==> src/rtl/parity_pkg.sv <==
// Shared types and constants for the parity frame transmitter.
package parity_pkg;

    // Width of one data byte on the producer side.
    localparam int DATA_W = 8;

    // Serial slots per frame: start, 8 data bits, parity, stop.
    localparam int FRAME_BITS = 11;

    // Width of the ones/zeros counters (must hold 0..8).
    localparam int COUNT_W = 4;

    // Width of the bit-period divider (BIT_DIV up to 255).
    localparam int DIV_W = 8;

    // Frame sequencing states.
    typedef enum logic [2:0] {
        IDLE   = 3'd0,
        START  = 3'd1,
        DATA   = 3'd2,
        PARITY = 3'd3,
        STOP   = 3'd4
    } state_t;

    // Level driven on the serial line while in a given state.
    function automatic logic line_level(
        input state_t st,
        input logic   data_bit,
        input logic   par_bit
    );
        logic lvl;
        lvl = 1'b1;
        case (st)
            START:   lvl = 1'b0;
            DATA:    lvl = data_bit;
            PARITY:  lvl = par_bit;
            default: lvl = 1'b1;
        endcase
        return lvl;
    endfunction

endpackage

==> src/rtl/byte_parity_unit.sv <==
// Combinational ones/zeros count and even-parity flag for one byte.
module byte_parity_unit
    import parity_pkg::*;
(
    input  logic [DATA_W-1:0]  data,
    output logic [COUNT_W-1:0] ones,
    output logic [COUNT_W-1:0] zeros,
    output logic               even_par
);

    // Running population count: stage gi holds the number of 1s in data[gi:0].
    generate
        for (genvar gi = 0; gi < DATA_W; gi++) begin : g_cnt
            logic [COUNT_W-1:0] psum;
            if (gi == 0) begin : g_first
                assign psum = COUNT_W'(data[0]);
            end else begin : g_rest
                assign psum = g_cnt[gi-1].psum + COUNT_W'(data[gi]);
            end
        end
    endgenerate

    assign ones     = g_cnt[DATA_W-1].psum;
    assign zeros    = COUNT_W'(DATA_W) - g_cnt[DATA_W-1].psum;

    // 1 when the byte holds an even number of 1s.
    assign even_par = ~^data;

endmodule

==> src/rtl/parity_frame_tx.sv <==
// Byte-in, serial-frame-out controller: start, 8 data bits LSB first,
// even-ones parity flag, stop. Latches per-byte statistics and counts frames.
module parity_frame_tx #(
    parameter int DATA_W  = 8,
    parameter int BIT_DIV = 4,
    parameter int CNT_W   = 16
) (
    input  logic                          clk,
    input  logic                          rst,
    input  logic [DATA_W-1:0]             in_data,
    input  logic                          in_valid,
    output logic                          in_ready,
    output logic                          tx_bit,
    output logic                          busy,
    output logic                          done,
    output logic                          parity_bit,
    output logic [parity_pkg::COUNT_W-1:0] ones_count,
    output logic [parity_pkg::COUNT_W-1:0] zeros_count,
    output logic [CNT_W-1:0]              frames_sent
);

    import parity_pkg::*;

    // Divider value on which the current serial slot ends.
    localparam logic [DIV_W-1:0] DIV_LAST = DIV_W'(BIT_DIV - 1);
    // Index of the last data bit in the frame.
    localparam logic [2:0]       IDX_LAST = 3'(DATA_W - 1);

    state_t               state_reg, state_next;
    logic [DIV_W-1:0]     div_reg, div_next;
    logic [2:0]           idx_reg, idx_next;
    logic [DATA_W-1:0]    shift_reg, shift_next;
    logic                 parity_reg, parity_next;
    logic [COUNT_W-1:0]   ones_reg, ones_next;
    logic [COUNT_W-1:0]   zeros_reg, zeros_next;
    logic [CNT_W-1:0]     frames_reg, frames_next;
    logic                 tx_reg, tx_next;
    logic                 done_reg, done_next;

    logic                 capture;
    logic                 bit_end;
    logic [COUNT_W-1:0]   unit_ones;
    logic [COUNT_W-1:0]   unit_zeros;
    logic                 unit_even;

    // Statistics are computed on the live input byte and only kept at capture.
    byte_parity_unit u_parity (
        .data     (in_data),
        .ones     (unit_ones),
        .zeros    (unit_zeros),
        .even_par (unit_even)
    );

    assign in_ready = (state_reg == IDLE) && !rst;
    assign capture  = in_valid && in_ready;
    assign bit_end  = (div_reg == DIV_LAST);

    // Next-state logic: slot timing, bit stepping, capture and frame count.
    always_comb begin
        state_next  = state_reg;
        div_next    = div_reg;
        idx_next    = idx_reg;
        shift_next  = shift_reg;
        parity_next = parity_reg;
        ones_next   = ones_reg;
        zeros_next  = zeros_reg;
        frames_next = frames_reg;

        if (state_reg == IDLE) begin
            div_next = '0;
            idx_next = '0;
            if (capture) begin
                shift_next  = in_data;
                parity_next = unit_even;
                ones_next   = unit_ones;
                zeros_next  = unit_zeros;
                state_next  = START;
            end
        end else if (bit_end) begin
            div_next = '0;
            case (state_reg)
                START: begin
                    state_next = DATA;
                end
                DATA: begin
                    if (idx_reg == IDX_LAST) begin
                        idx_next   = '0;
                        state_next = PARITY;
                    end else begin
                        idx_next   = idx_reg + 3'd1;
                        shift_next = {1'b0, shift_reg[DATA_W-1:1]};
                    end
                end
                PARITY: begin
                    state_next = STOP;
                end
                STOP: begin
                    frames_next = frames_reg + CNT_W'(1);
                    state_next  = IDLE;
                end
                default: begin
                    state_next = IDLE;
                end
            endcase
        end else begin
            div_next = div_reg + DIV_W'(1);
        end
    end

    // Line level and done pulse are registered from the state about to be entered,
    // so the first slot appears on the cycle right after capture.
    always_comb begin
        tx_next   = line_level(state_next, shift_next[0], parity_next);
        done_next = (state_next == STOP) && (div_next == DIV_LAST);
    end

    // State and datapath registers with synchronous reset; reset aborts any frame.
    always_ff @(posedge clk) begin
        if (rst) begin
            state_reg  <= IDLE;
            div_reg    <= '0;
            idx_reg    <= '0;
            shift_reg  <= '0;
            parity_reg <= 1'b0;
            ones_reg   <= '0;
            zeros_reg  <= '0;
            frames_reg <= '0;
            tx_reg     <= 1'b1;
            done_reg   <= 1'b0;
        end else begin
            state_reg  <= state_next;
            div_reg    <= div_next;
            idx_reg    <= idx_next;
            shift_reg  <= shift_next;
            parity_reg <= parity_next;
            ones_reg   <= ones_next;
            zeros_reg  <= zeros_next;
            frames_reg <= frames_next;
            tx_reg     <= tx_next;
            done_reg   <= done_next;
        end
    end

    assign tx_bit      = tx_reg;
    assign busy        = (state_reg != IDLE);
    assign done        = done_reg;
    assign parity_bit  = parity_reg;
    assign ones_count  = ones_reg;
    assign zeros_count = zeros_reg;
    assign frames_sent = frames_reg;

endmodule

==> config.mk <==
export PLATFORM = sky130hd
export DESIGN_NAME = parity_frame_tx
export DESIGN_NICKNAME = d
export VERILOG_FILES = /design/src/rtl/parity_pkg.sv /design/src/rtl/byte_parity_unit.sv /design/src/rtl/parity_frame_tx.sv
export SDC_FILE = /design/constraint.sdc
export NUM_CORES = 1
export LEC_CHECK = 0
export ABC_CLOCK_PERIOD_IN_PS = 6980
export CORE_MARGIN = 2
export CORE_UTILIZATION = 35
export CTS_CLUSTER_DIAMETER = 100
export DETAILED_ROUTE_END_ITERATION = 10
export MAX_ROUTING_LAYER = met4
export PLACE_DENSITY = 0.66
export SETUP_SLACK_MARGIN = 0.05
export SKIP_LAST_GASP = 1
export SLEW_MARGIN = 20
export SYNTH_ARGS = -nofsm -noshare
export SYNTH_HDL_FRONTEND = slang
export SYNTH_HIERARCHICAL = 1
export SYNTH_SLANG_ARGS = --single-unit
==> constraint.sdc <==
create_clock -name clk -period 6.98 [get_ports clk]
set_input_delay 2.094 -clock clk [delete_from_list [all_inputs] [get_ports clk]]
set_output_delay 2.094 -clock clk [all_outputs]
set_load 0.02 [all_outputs]
Word-level counts from Yosys, hierarchy flattened
Cells that the tools add are included.
- flip-flop bits (word level): 49
- bits of input ports: 11
- output and inout port bits: 29
- logic and storage cells: 66
- add/sub/neg operators: 11
- eq/ne operators: 13
- muxes and demuxes: 16
- bitwise gates (word level): 1
- reductions and logical operators: 14
- operators by type and width (cell ; number):
    $mux 8 ; 7
    $add 4x1->4 ; 6
    $add 16x1->16 const B ; 1
    $eq 8x2->1 const B ; 2
    $mux 3 ; 5
    $eq 3x2->1 const B ; 4
    $eq 3x3->1 const B ; 3
    $pmux 3 s3 ; 1
    $add 8x1->8 const B ; 1
    $reduce_xnor 8->1 ; 1
    $eq 3x1->1 const B ; 2
    $ne 2x2->1 const B ; 2
    $reduce_and 2->1 ; 2
    $reduce_and 4->1 ; 1
    $reduce_bool 2->1 ; 2
    $sub 4x4->4 const A ; 1
    $add 3x1->3 const B ; 1
    $logic_and 1x1->1 ; 3
    $logic_not 3->1 ; 1
    $pmux 1 s3 ; 1
    $reduce_and 3->1 ; 1
    $reduce_bool 3->1 ; 1
    $add 1x1->2 ; 1
    $mux 1 ; 2
    3 further kinds ; 3

Logic depth before layout (Yosys ltp)
Gate-level depths: netlist (run 1).
- word-level depth: 8
- gate-level depth with buffers: 12
- depth with buffers taken out: 12

Cells and area by module
The synthesis (run 1) kept the hierarchy.
- by module, submodules not included (module ; instances ; cells each ; area an instance (µm²) ; seq. area each (µm²)):
    parity_frame_tx ; 1 ; 260 ; 2212.1 ; 980.9
    byte_parity_unit ; 1 ; 35 ; 306.5 ; 0.0

Least setup slack after synthesis (run 1)
Ideal clock, no wire load.
- path kind: input to output
- from: input rst
- to: output in_ready
- arrival: 2.986 ns
- required time: 4.886 ns
- setup slack: 1.900 ns
- stages: 4
- path buffers: 3
- cell sequence: clkbuf_1 -> clkbuf_1 -> clkbuf_1 -> nor2_1
- word-level cells in the longest chain between the ends: 2
- RTL lines (what ; RTL line ; RTL):
    from (decl) ; parity_frame_tx.sv:9 ; input logic rst,
    $logic_not 1->1 ; parity_frame_tx.sv:54 ; assign in_ready = (state_reg == IDLE) && !rst;
    $logic_and 1x1->1 ; parity_frame_tx.sv:54 ;
    to (decl) ; parity_frame_tx.sv:12 ; output logic in_ready,
No other way between the ends.

Worst setup path after layout (run 1)
Ends and elaborated chain as after synthesis.

==> results.toml, run 1 <==
[outcome]
outcome = "finished, final reports clean"

[power_and_ir_drop]
netSwitchingPower_mw = 0.1727
p_comb_share_pct = 20.8
p_leak_nw = 1.080
ir_drop_uv = 82.43
internal_power_mw = 0.4642
p_sw_share_pct = 27.12
power.share.clock_pct = 31.9
pwr-share-seq_pct = 47.3
power_density_nw_per_um2 = 206.9

[place]
hpwl_mm = 3.645
gp_congestion = 0.8084
place_worst_setup_slack_ns = 1.383
io_buffers = 39
place_area_sq_um = 2965

[route]
drc_errors = 0
firstDrtPassIters = 4
wirelength_mm = 5.028
drt_iter0_drc = 159
vias_per_cell = 4.880
ant_nets = 0
routedWlPerCell_um = 11.86
vias = 2069

[worst_setup_path]
r2r-start = "div_reg[0]$_SDFF_PP0_"
setup.worst_path.start = "rst"
critPathKind = "primary input to primary output"
cp.arrival_ns = 3.23
critPathCaptureType = "primary output"
cp_data_required_time_ns = 4.89
crit_fanout = 2
worstSetupStartpointType = "primary input"

[logic_synthesis]
synth_flop_cell = "dfxtp_1"
yosys_warnings = 6
synth_area_sq_um = 2519
synth-edff-count = 0
avgSynthCellArea_sq_um = 8.538
synthCells = 295
async_reset_ff_share_pct = 0
synth-seq-area-share_pct = 38.95
syn-num-nets = 319
ys_types = 44
synth.ff_latch_count = 49

[floorplanning]
initial_core_util_pct = 36.67
core_area_sq_um = 6869
die_area_sq_um = 7891
io_pins = 40
fp-row-count = 30
die_width_um = 88.83
die_y_um = 88.83

[grt]
antenna_found_initial = 0
grt-ovfl-total = 0
grt_pass1_vias = 1989
globalRouteTotalUtil_pct = 14.33
grt_max_degree = 45
grt_pass1_wl_mm = 8.873

[sta]
fin_worst_skew_ns = 0.008598
fmax_mhz = 187.9
worst_slack_ns = 1.657
layout_min_cycle_time_ns = 5.323
slew_violations = 0
rsz0062_at_grt = "no"
final-setup-viol-count = 0
worstMarginPinSlew_ns = 0.8636
final-hold-violation-count = 0
maxSlewHeadroom_pct = 41.99
min_period_over_period_pct = 76.27
tns_ns = 0

[cells_and_area]
final_cell_mix = "dfxtp_1 (49), clkdlybuf4s50_1 (39), nor2_1 (38)"
final_common_cell = "dfxtp_1"
drive_gt1_share_pct = 5.183
nets = 351
fin_area_sq_um = 3078
largest_reg_flops = 16
num_antenna_cells = 0
area_growth_pct = 22.21

[cts]
cts-buffers-inserted = 5
holdBufCountCts = 0
ctsResizeCount = 0
clockBufferDepth = 2
cts_sinks = 49
cts.htree.levels = 2
insertion_delay_ns = 0.30
postCtsSetupBuffers = 0
cts_tree = "yes"
clk_pin_slew_ns = 0.09
cts_root_buf = "clkbuf_8"

[worst_hold_path]
hold_path.class = "register to register"
hold_start = "shift_reg[3]$_SDFFE_PP0P_"

[job]
maxCapViolCount = 0
routing by layer:
metal | part of all wire (%) | GRT usage, %
met1 | 51 | 19.70
met2 | 44 | 21.23
met3 | 3.5 | 2.892
met4 | 1.1 | 4.270
met5 | 0 | -
layout make-up:
type                            instances  area [sq um]
Fill cell                             671          3791
Multi-Input combinational cell        212          1391
Sequential cell                        49         980.9
Timing Repair Buffer                   41         405.4
Tap cell                               96         120.1
Clock buffer                            5         68.82
Inverter                               18         67.56
Clock inverter                          3         43.79
worst max-delay path, cell delays in order:
cell,delay [ns]
clkdlybuf4s50_1,0.42
nor2_1,0.10
clkdlybuf4s50_1,0.61
power groups by stage:
stage | registers, mW | logic, mW | clock network (mW)
floorplan | 0.321 | 0.0771 | 0
global placement | 0.308 | 0.130 | 0
detailed placement | 0.308 | 0.133 | 0
CTS | 0.302 | 0.134 | 0.212
global route | 0.303 | 0.150 | 0.222
finish | 0.301 | 0.133 | 0.203
path summary, 6_finish.rpt:
check	to	slack [ns]	depth (start not counted)
worst max-delay path	in_ready	1.66	3
worst min-delay path	shift_reg[3]$_SDFFE_PP0P_	0.45	2
worst min register to register	shift_reg[3]$_SDFFE_PP0P_	0.45	2
worst max register to register	tx_bit$_SDFF_PP1_	4.24	6
cells in the mapped netlist (3+ instances only):
master / instances / share of area, %
o21ai_0: 13 / 2.6
a22oi_1: 9 / 2.7
nor2_1: 38 / 5.7
xnor2_1: 18 / 6.3
nor3b_1: 3 / 0.89
ha_1: 9 / 4.5
dfxtp_1: 49 / 39
nand4_1: 6 / 1.5
clkbuf_1: 11 / 1.6
fa_1: 4 / 3.2
inv_1: 18 / 2.7
a21oi_1: 11 / 2.2
nand2_1: 24 / 3.6
nor4_1: 6 / 1.5
nor3_1: 8 / 1.6
or3_1: 3 / 0.75
nand2b_1: 10 / 2.5
xor2_1: 11 / 3.8
nor2b_1: 3 / 0.75
nand3_1: 10 / 2.0
through the flow:
| step | util (%) | power (mW) | std cells | hold slack, ns |
|---|---|---|---|---|
| 2_1_floorplan | - | 0.3981 | 295 | 0.4316 |
| 3_3_place_gp | 43.17 | 0.4375 | 416 | 0.4412 |
| 3_5_place_dp | 43.17 | 0.4417 | 416 | 0.4444 |
| 4_1_cts | 44.81 | 0.6474 | 424 | 0.4582 |
| 5_1_grt | 44.81 | 0.6750 | 424 | 0.4782 |
| 6_report | 44.81 | 0.6369 | 424 | 0.4545 |
kinds of logic after synthesis:
family	after synthesis	synth area share [%]
and+or+nand+nor	123	24.99
DFF	49	38.95
AOI/OAI and AO/OA	44	10.88
buffers and inverters	34	6.010
xor gates and xnor gates	30	10.73
adders and majority gates	13	7.650
muxes	2	0.7949
(Power assumes the default switching activity.)
==> run 2: changes to the inputs <==
Settings changed: ABC_CLOCK_PERIOD_IN_PS 6980 to 4290, PLACE_DENSITY 0.66 to 0.68.
Clock period 6.98 ns to 4.29 ns, I/O delays scaled along.
==> run 2 against run 1 <==
Utilization grew 0.42 points; clock skew grew 0.0052 ns; design area grew 0.94%; die area is the same; sequential power grew 63%; register-to-register slack lost 2.7 ns; sequential share of layout area shrank 0.30 points; setup slack lost 1.5 ns; non-clock buffer count grew 6.
==> results.toml, run 2 (synthesis results as in run 1) <==
[route]
vias_per_cell = 4.781
firstDrtPassIters = 4
wirelength_mm = 4.970
drt_iter0_drc = 100
drc_errors = 0
vias = 2056
routedWlPerCell_um = 11.56
ant_nets = 0

[cts]
insertion_delay_ns = 0.31
cts.htree.levels = 2
clockBufferDepth = 2
cts_tree = "yes"
cts_sinks = 49
clk_pin_slew_ns = 0.09
cts-buffers-inserted = 5
cts_root_buf = "clkbuf_8"

[place]
hpwl_mm = 3.586
place_worst_setup_slack_ns = -0.4560
gp_congestion = 0.8047
io_buffers = 39
dp_cells = 421

[job]
maxCapViolCount = 0

[sta]
final-hold-violation-count = 0
slew_violations = 0
worst_slack_ns = 0.2035
fmax_mhz = 244.7
fin_hold_ws_ns = 0.4532
rsz0062_at_grt = "no"
min_period_over_period_pct = 95.26
maxSlewHeadroom_pct = 45.81
fin_worst_skew_ns = 0.01382
layout_min_cycle_time_ns = 4.086
worstMarginPinSlew_ns = 0.8066
final-setup-viol-count = 0

[worst_setup_path]
critPathCaptureType = "register"
rrSetupSlack_ns = 1.59
reg2reg_to = "tx_bit$_SDFF_PP1_"
cp.arrival_ns = 4.33
r2r-start = "div_reg[0]$_SDFF_PP0_"
cp_data_required_time_ns = 4.53
critPathKind = "primary input to register"
worstSetupStartpointType = "primary input"
crit_fanout = 2
reg2reg_depth = 6

[outcome]
outcome = "finished, final reports clean"

[grt]
grt_pass1_wl_mm = 8.473
globalRouteTotalUtil_pct = 13.82
grt_pass1_vias = 1856
grt-ovfl-total = 0
grt_max_degree = 45
antenna_found_initial = 0

[worst_hold_path]
whs_path_depth = 2
hold_path.class = "register to register"
hold_start = "shift_reg[6]$_SDFFE_PP0P_"
hold_end = "shift_reg[6]$_SDFFE_PP0P_"

[cells_and_area]
drive_gt1_share_pct = 7.485
area_growth_pct = 23.35
final_cell_mix = "dfxtp_1 (49), nor2_1 (38), clkdlybuf4s50_1 (36)"
num_antenna_cells = 0
multi_input_area_sq_um = 1400
final_common_cell = "dfxtp_1"
largest_reg_flops = 16
fill_cells = 680
seq_area_sq_um = 980.9
nets = 357
instances_no_fill = 430

[floorplanning]
die_width_um = 88.83
initial_core_util_pct = 36.67
die_area_sq_um = 7891
io_pins = 40
die_y_um = 88.83
core_area_sq_um = 6869
fp-row-count = 30

[power_and_ir_drop]
power_density_nw_per_um2 = 325.2
ir_drop_uv = 132.4
power_mw = 1.010
p_leak_nw = 1.103
==> run 2: worst max-delay path by stage <==
| stage | slack [ns] | startpoint | depth (start not counted) | endpoint |
|---|---|---|---|---|
| after floorplan | 0.18 | in_data[0] | 12 | zeros_count[2]$_SDFFE_PP0P_ |
| after CTS | 0.13 | in_data[3] | 13 | zeros_count[3]$_SDFFE_PP0P_ |
| after detailed placement | -0.46 | in_data[0] | 13 | zeros_count[3]$_SDFFE_PP0P_ |
| final | 0.20 | in_data[1] | 13 | zeros_count[3]$_SDFFE_PP0P_ |
| after global routing | 0.03 | in_data[1] | 13 | zeros_count[3]$_SDFFE_PP0P_ |
| after global placement | -0.34 | in_data[0] | 13 | zeros_count[2]$_SDFFE_PP0P_ |
==> run 2: timing repair <==
action / CTS / global route
buffers inserted: 1 / 0
endpoints found under the setup margin: 3 / 3
gates resized for setup: 5 / 3
pin swaps: 6 / 3
hold buffers: 0 / 0
==> run 2: cell type report <==
type | instances | area share [%]
flip-flops and latches | 49 | 31.57
well taps | 96 | 3.866
clock buffers | 5 | 2.215
repair buffers | 47 | 14.26
multi-input cells | 212 | 45.07
clock inverters | 3 | 0.8458
inverters | 18 | 2.175
==> run 2: report_power, final <==
group	total, mW	leakage, nW	internal [mW]	switching, mW
registers	0.491	0.397	0.478	0.0129
logic	0.237	0.657	0.116	0.121
clock network	0.282	0.0487	0.119	0.163
==> run 2: through the flow <==
step | utilization [%] | instance area, sq um | setup TNS, ns
2_1_floorplan | - | 2519 | 0
3_3_place_gp | 43.72 | 3003 | -1.181
3_5_place_dp | 43.72 | 3003 | -1.707
4_1_cts | 45.19 | 3104 | 0
5_1_grt | 45.23 | 3107 | 0
6_report | 45.23 | 3107 | 0
==> run 2: worst max-delay path, stage by stage <==
cell           delay, ns
dlygate4sd2_1       0.21
inv_1               0.05
fa_1                0.52
fa_1                0.44
fa_1                0.51
inv_1               0.05
ha_2                0.17
fa_1                0.46
buf_4               0.16
nor3_4              0.17
xor2_1              0.17
nand2_1             0.06
o21ai_1             0.07
==> run 2: per-layer routing <==
layer  vias up  part of all wire (%)  track usage, %
met4         0                   1.1           3.857
met1       938                    51           19.14
met2        33                    45           20.08
li1       1081                     -               -
met3         4                   3.0           3.265
met5         -                     0               -
